===== config.mk =====
export PLATFORM = sky130hd
export DESIGN_NAME = axi_ar_arbiter
export DESIGN_NICKNAME = d
export VERILOG_FILES = /design/src/rtl/axi_ar_arbiter.sv
export SDC_FILE = /design/constraint.sdc
export NUM_CORES = 1
export LEC_CHECK = 0
export CAP_MARGIN = 20
export CORE_AREA = 2 2 175 177
export DETAILED_ROUTE_END_ITERATION = 10
export DIE_AREA = 0 0 177 179
export PLACE_DENSITY_LB_ADDON = 0.08
export SLEW_MARGIN = 20
export SYNTH_ARGS = -nofsm -noshare
export SYNTH_HDL_FRONTEND = slang
export SYNTH_SLANG_ARGS = --single-unit

===== constraint.sdc =====
create_clock -name axi_clk -period 2.85 [get_ports axi_clk]
set_clock_uncertainty 0.2 [all_clocks]
set_input_delay 0.855 -clock axi_clk [delete_from_list [all_inputs] [get_ports axi_clk]]
set_output_delay 0.855 -clock axi_clk [all_outputs]
set_load 0.03 [all_outputs]

===== src/rtl/axi_ar_arbiter.sv =====
// Two-requester AXI read-address arbiter: round-robin AR grant tagged with ARID,
// per-requester outstanding-burst limit, and combinational R routing by RID.
module axi_ar_arbiter #(
    parameter int ADDR_W    = 64,
    parameter int DATA_W    = 64,
    parameter int MAX_OUTST = 4
) (
    input  logic              axi_clk,
    input  logic              axi_resetn,

    input  logic [ADDR_W-1:0] s0_araddr_i,
    input  logic [7:0]        s0_arlen_i,
    input  logic [2:0]        s0_arsize_i,
    input  logic [1:0]        s0_arburst_i,
    input  logic              s0_arvalid_i,
    output logic              s0_arready_o,
    output logic [DATA_W-1:0] s0_rdata_o,
    output logic [1:0]        s0_rresp_o,
    output logic              s0_rlast_o,
    output logic              s0_rvalid_o,
    input  logic              s0_rready_i,

    input  logic [ADDR_W-1:0] s1_araddr_i,
    input  logic [7:0]        s1_arlen_i,
    input  logic [2:0]        s1_arsize_i,
    input  logic [1:0]        s1_arburst_i,
    input  logic              s1_arvalid_i,
    output logic              s1_arready_o,
    output logic [DATA_W-1:0] s1_rdata_o,
    output logic [1:0]        s1_rresp_o,
    output logic              s1_rlast_o,
    output logic              s1_rvalid_o,
    input  logic              s1_rready_i,

    output logic [ADDR_W-1:0] m_araddr_o,
    output logic [7:0]        m_arlen_o,
    output logic [2:0]        m_arsize_o,
    output logic [1:0]        m_arburst_o,
    output logic              m_arid_o,
    output logic              m_arvalid_o,
    input  logic              m_arready_i,
    input  logic [DATA_W-1:0] m_rdata_i,
    input  logic [1:0]        m_rresp_i,
    input  logic              m_rid_i,
    input  logic              m_rlast_i,
    input  logic              m_rvalid_i,
    output logic              m_rready_o,

    output logic              err_o
);

    localparam int            CW      = $clog2(MAX_OUTST + 1);
    localparam logic [CW-1:0] CNT_MAX = CW'(MAX_OUTST);

    typedef enum logic {IDLE, ISSUE} state_t;

    state_t        state;
    logic          last_grant;
    logic [CW-1:0] cnt0, cnt1;

    logic elig0, elig1, grant_any, grant_idx;
    logic r_done, dec0, dec1;

    assign elig0     = s0_arvalid_i && (cnt0 < CNT_MAX);
    assign elig1     = s1_arvalid_i && (cnt1 < CNT_MAX);
    assign grant_any = (state == IDLE) && (elig0 || elig1);
    // On a tie the requester that did not win last time is served.
    assign grant_idx = (elig0 && elig1) ? ~last_grant : elig1;

    assign s0_arready_o = axi_resetn && grant_any && !grant_idx;
    assign s1_arready_o = axi_resetn && grant_any &&  grant_idx;

    assign s0_rvalid_o = m_rvalid_i && !m_rid_i;
    assign s1_rvalid_o = m_rvalid_i &&  m_rid_i;
    assign s0_rdata_o  = m_rdata_i;
    assign s1_rdata_o  = m_rdata_i;
    assign s0_rresp_o  = m_rresp_i;
    assign s1_rresp_o  = m_rresp_i;
    assign s0_rlast_o  = m_rlast_i;
    assign s1_rlast_o  = m_rlast_i;
    assign m_rready_o  = m_rid_i ? s1_rready_i : s0_rready_i;

    assign r_done = m_rvalid_i && m_rready_o && m_rlast_i;
    assign dec0   = r_done && !m_rid_i;
    assign dec1   = r_done &&  m_rid_i;

    always_ff @(posedge axi_clk or negedge axi_resetn) begin
        if (!axi_resetn) begin
            state       <= IDLE;
            m_arvalid_o <= 1'b0;
            m_araddr_o  <= '0;
            m_arlen_o   <= '0;
            m_arsize_o  <= '0;
            m_arburst_o <= '0;
            m_arid_o    <= 1'b0;
            last_grant  <= 1'b1;
        end else begin
            case (state)
                IDLE: begin
                    if (s0_arready_o || s1_arready_o) begin
                        m_araddr_o  <= grant_idx ? s1_araddr_i  : s0_araddr_i;
                        m_arlen_o   <= grant_idx ? s1_arlen_i   : s0_arlen_i;
                        m_arsize_o  <= grant_idx ? s1_arsize_i  : s0_arsize_i;
                        m_arburst_o <= grant_idx ? s1_arburst_i : s0_arburst_i;
                        m_arid_o    <= grant_idx;
                        last_grant  <= grant_idx;
                        m_arvalid_o <= 1'b1;
                        state       <= ISSUE;
                    end
                end
                ISSUE: begin
                    if (m_arready_i) begin
                        m_arvalid_o <= 1'b0;
                        state       <= IDLE;
                    end
                end
                default: begin
                    m_arvalid_o <= 1'b0;
                    state       <= IDLE;
                end
            endcase
        end
    end

    // A simultaneous grant and completion cancel; completion at zero is flagged, not wrapped.
    always_ff @(posedge axi_clk or negedge axi_resetn) begin
        if (!axi_resetn) begin
            cnt0  <= '0;
            cnt1  <= '0;
            err_o <= 1'b0;
        end else begin
            if (s0_arready_o && !dec0)
                cnt0 <= cnt0 + 1'b1;
            else if (dec0 && !s0_arready_o && cnt0 != '0)
                cnt0 <= cnt0 - 1'b1;

            if (s1_arready_o && !dec1)
                cnt1 <= cnt1 + 1'b1;
            else if (dec1 && !s1_arready_o && cnt1 != '0)
                cnt1 <= cnt1 - 1'b1;

            if ((dec0 && cnt0 == '0) || (dec1 && cnt1 == '0))
                err_o <= 1'b1;
        end
    end

endmodule

Word-level counts from Yosys, hierarchy flattened
Cells that the tools add are included.
- flip-flop bits (word level): 88
- bits in latches: 0
- RAM bits: 0
- bits in read-only memories: 0
- input port bits: 230
- output and inout bits: 219
- memories kept: 0
- add/subtract/negate cells: 4
- $mul: 0
- div/mod/pow operators: 0
- $lt $le $gt $ge: 2
- eq/ne operators: 2
- shift-type cells: 0
- mux-type cells: 16
- bitwise operators: 2
- reductions and logical operators: 38
- operators by type and width (cell ; number):
    two-way mux 64 bit ; 1
    logical AND 1 bit ; 21
    two-way mux 3 bit ; 5
    two-way mux 8 bit ; 1
    adder 3 x 1 -> 3 bit, second input constant ; 2
    logical NOT 1 bit ; 6
    logical NOT 3 bit ; 2
    less-than comparator 3 bit, second input constant ; 2
    two-way mux 1 bit ; 6
    nonzero test 3 bit ; 2
    subtractor 3 x 1 -> 3 bit, second input constant ; 2
    case mux 1 bit (2 select lines) ; 2
    AND reduction 2 bit ; 2
    nonzero test 2 bit ; 2
    logical OR 1 bit ; 3
    two-way mux 2 bit ; 1
    inequality test 2 x 1 -> 1 bit, second input constant ; 1
    inequality test 2 bit, second input constant ; 1
    NOT 1 bit ; 2

Logic depth before layout (Yosys ltp)
- depth after elaboration: 11
- mapped depth: 8

Worst setup path after synthesis
No wires, ideal clock.
- path type: input -> register
- from: in s0_arvalid_i
- to: reg cnt1[2]
- library setup time: 0.077 ns
- arrival time: 2.921 ns
- data required time: 2.573 ns
- setup slack: -0.348 ns
- stages on the path: 7
- buffers on the path: 1
- path through: nor2b_1 > a21oi_2 > clkbuf_1 > nand2_1 > fa_1 > or4_1 > a21oi_1
- word-level cells in the longest chain between the ends: 9
- ends and longest elaborated chain (item ; line ; RTL):
    start: declaration ; 15 ; input logic s0_arvalid_i,
    logical AND 1 bit (*) ; 64 ; assign elig0 = s0_arvalid_i && (cnt0 < CNT_MAX);
    logical OR 1 bit ; 66 ; assign grant_any = (state == IDLE) && (elig0 || elig1);
    logical AND 1 bit ; 66 ;
    logical AND 1 bit ; 71 ; assign s1_arready_o = axi_resetn && grant_any && grant_idx;
    logical AND 1 bit (*) ; 71 ;
    net s1_arready_o ; 28 ; output logic s1_arready_o,
    logical NOT 1 bit ; 139 ; else if (dec1 && !s1_arready_o && cnt1 != '0)
    logical AND 1 bit (2 in a row) ; 139 ;
    nonzero test 2 bit (no source line) ; -- ;
    end signal: assignment ; 138 ; cnt1 <= cnt1 + 1'b1;
    end signal: assignment ; 140 ; cnt1 <= cnt1 - 1'b1;
    end: declaration ; 59 ; logic [CW-1:0] cnt0, cnt1;
Mark *: on every way through the listed nets, which the timed path passes. The rest lies on a longest branch.
A chain may end at the register's enable or synchronous reset.

Final worst setup path
- from: in s1_rready_i
- to: out m_rready_o
- word-level cells in the longest chain between the ends: 1
- ends and longest elaborated chain (item ; line ; RTL):
    start: declaration ; 33 ; input logic s1_rready_i,
    two-way mux 1 bit ; 81 ; assign m_rready_o = m_rid_i ? s1_rready_i : s0_rready_i;
    end: declaration ; 47 ; output logic m_rready_o,
Every way passes these cells.

==> results_dict.tcl <==
set metrics [dict create \
    viasPerCell 4.05 \
    dpl.hpwl_microns 14400 \
    synth.area.top_cells "dfrtp_1 (45%), buf_4 (22%), a222oi_1 (16%)" \
    h-tree-depth 3 \
    peakVddDrop_mv 0.368 \
    syn_area_sq_um 4840 \
    async_reset_ff_share_pct 100 \
    drtIter0Drc 353 \
    dr_total_vias 4011 \
    yosysWarnings 0 \
    fmax_ghz 0.361 \
    clkSinkCount 88 \
    wl_met1_microns 6070 \
    fill_cells 3216 \
    slew-limit-headroom_pct 54.8 \
    whs_path_depth 1 \
    drive_gt1_share_pct 10.6 \
    clk_path_buf_depth 2 \
    p_leak_nw 3.18 \
    nets 823 \
    final_area_sq_um 7260 \
    avgSynthCellArea_sq_um 10.5 \
    start_util_pct 16.1 \
    critPathCaptureType "output port" \
    final_max_slew_viol_count 0 \
    synth_top_area_share_pct 45.0 \
    top_layer "met4" \
    powerDensity_nw_per_um2 1010 \
    outcome "finished, final reports clean" \
    routedWlPerCell_microns 19.2 \
    grt_max_degree 55 \
    place_inst 972 \
    setup_viol 0 \
    track_usage_pct 11.4 \
    rsz0062_at_grt "no" \
    drc_errors 0 \
    holdBufCountCts 0 \
    period_minus_slack_ps 2770 \
    cts-root-buf "clkbuf_16" \
    cts-buffers-inserted 9 \
    drv_cap 0 \
    gp_congestion 0.716 \
    stdcell_count 991 \
    dpl_cell_area_sq_um 6890 \
    ff2ff_path_depth 7 \
    rows 64 \
    layout_common_cells "clkdlybuf4s50_1 (238), dfrtp_1 (87), inv_1 (78), a222oi_1 (77), buf_4 (33)" \
    ys.flop_type "dfrtp_1" \
    synthCells 462 \
    cp_max_fo 2 \
    yosys.area.top_type "dfrtp_1" \
    synth_cell_types 37 \
    crit_type "in2out" \
    io_pins 449 \
    synth_edf_count 0 \
    grt_pass1_wl_microns 26800 \
    hold_viol_final 0 \
    ys_seq_area_share_pct 45.6 \
    area_delta_synth_final_pct 50.1 \
    drtAntennaViolNets 0 \
    fin_crit_sh_pct 97.2 \
    dr.pass1.iters 6 \
    tritoncts "built" \
    critPathLaunchType "primary input" \
    final_util_pct 24.2 \
    grt-ovfl-total 0 \
    antenna_found_initial 0 \
    clock_latency_ps 340 \
    r2r_slack_ps 430 \
    coreArea_sq_um 30000 \
    die_w_microns 177 \
    die_y_microns 179 \
    grt_pass1_vias 4316 \
    worstPathArrival_ps 1720 \
    min_path_type "reg2reg" \
    dieArea_sq_um 31700 \
    tightest_slew_ps 678 \
    syn_nets 694 \
    final_common_cell "clkdlybuf4s50_1" \
    port_buffers 250 \
    ys_seq_elements 88 \
    cp.required_ps 1800 \
    met3_wirelength_microns 2490 \
    wl_met2_microns 10000 \
    drt_wl_total_microns 19000 \
    antenna_cells 0 \
    cts.clk_slew.worst_paths_ps 70 \
]
## where the power goes
part | total, mW | internal [mW] | switching (mW)
clock | 1.32 | 0.789 | 0.533
sequential | 2.25 | 1.84 | 0.411
combinational | 3.79 | 1.75 | 2.04
total | 7.37 | 4.38 | 2.99
## state kept, by name, indices dropped and copies added, names as in the netlist
register and count:
m_arlen_o 8, m_arvalid_o 1, cnt1 3, m_araddr_o 64, m_arsize_o 3, m_arid_o 1, state 1, cnt0 3
m_arburst_o 2, err_o 1, last_grant 1
## logic make-up after synthesis
logic type               share of synthesized area, %
buffers and inverters                            29.9
AO/OA/AOI/OAI                                    19.0
flip-flops                                       45.6
AND/OR/NAND/NOR                                  3.70
multiplexers                                    0.673
XOR/XNOR                                        0.362
adder cells (fa/ha/maj)                         0.828
## timing repair
item	CTS	global route
setup endpoints to repair	4	0
setup buffers	4	0
gates resized for setup	16	0
## routing by layer
layer	global-route usage, %	vias to the layer above
li1	-	1777
met1	11.0	1922
met2	21.0	286
met3	5.66	26
met4	3.79	0
met5	0.321	-
## Yosys cell counts (2+ instances only)
cell,count
or4_1,2
nor2_1,7
nand4bb_1,2
dfrtp_1,87
nand2_1,7
a22oi_1,2
nor3b_1,2
a31oi_1,2
clkbuf_1,11
buf_2,8
xnor2_1,2
o21ba_2,2
a21oi_1,5
o21ai_0,2
mux2_2,2
nor2b_1,3
buf_4,141
inv_1,78
a222oi_1,77
fa_1,2
a21o_1,2
## final timing paths
kind	start	to
worst min-delay path	m_arid_o	m_arid_o
worst max-delay path	s1_rready_i	m_rready_o
min in group asynchronous	axi_resetn	state
worst min register to register	m_arid_o	m_arid_o
worst max register to register	cnt1[2]	cnt1[2]
max in group asynchronous	axi_resetn	m_araddr_o[8]
## final cells by class
type	instances	area (sq um)	area share, %
Clock buffer	10	239	3.29
Sequential cell	88	2200	30.4
Multi-Input combinational cell	135	1230	16.9
Inverter	78	293	4.03
Timing Repair Buffer	279	2720	37.5
Tap cell	396	495	6.83
Clock inverter	5	81.3	1.12
## critical path, stage by stage
cell and delay, ps:
clkdlybuf4s50_1 440, mux2_4 280, buf_6 140
## through the flow
step / hold slack [ps] / setup slack (ps) / power, mW / TNS, ps
after floorplan: 315 / 12.0 / 4.65 / 0
after global placement: 269 / -472 / 6.10 / -2980
after detailed placement: 273 / -484 / 6.09 / -3560
after CTS: 291 / 79.2 / 7.53 / 0
after global routing: 302 / 62.8 / 7.88 / 0
final: 285 / 78.4 / 7.37 / 0
(Power assumes the default switching activity.)
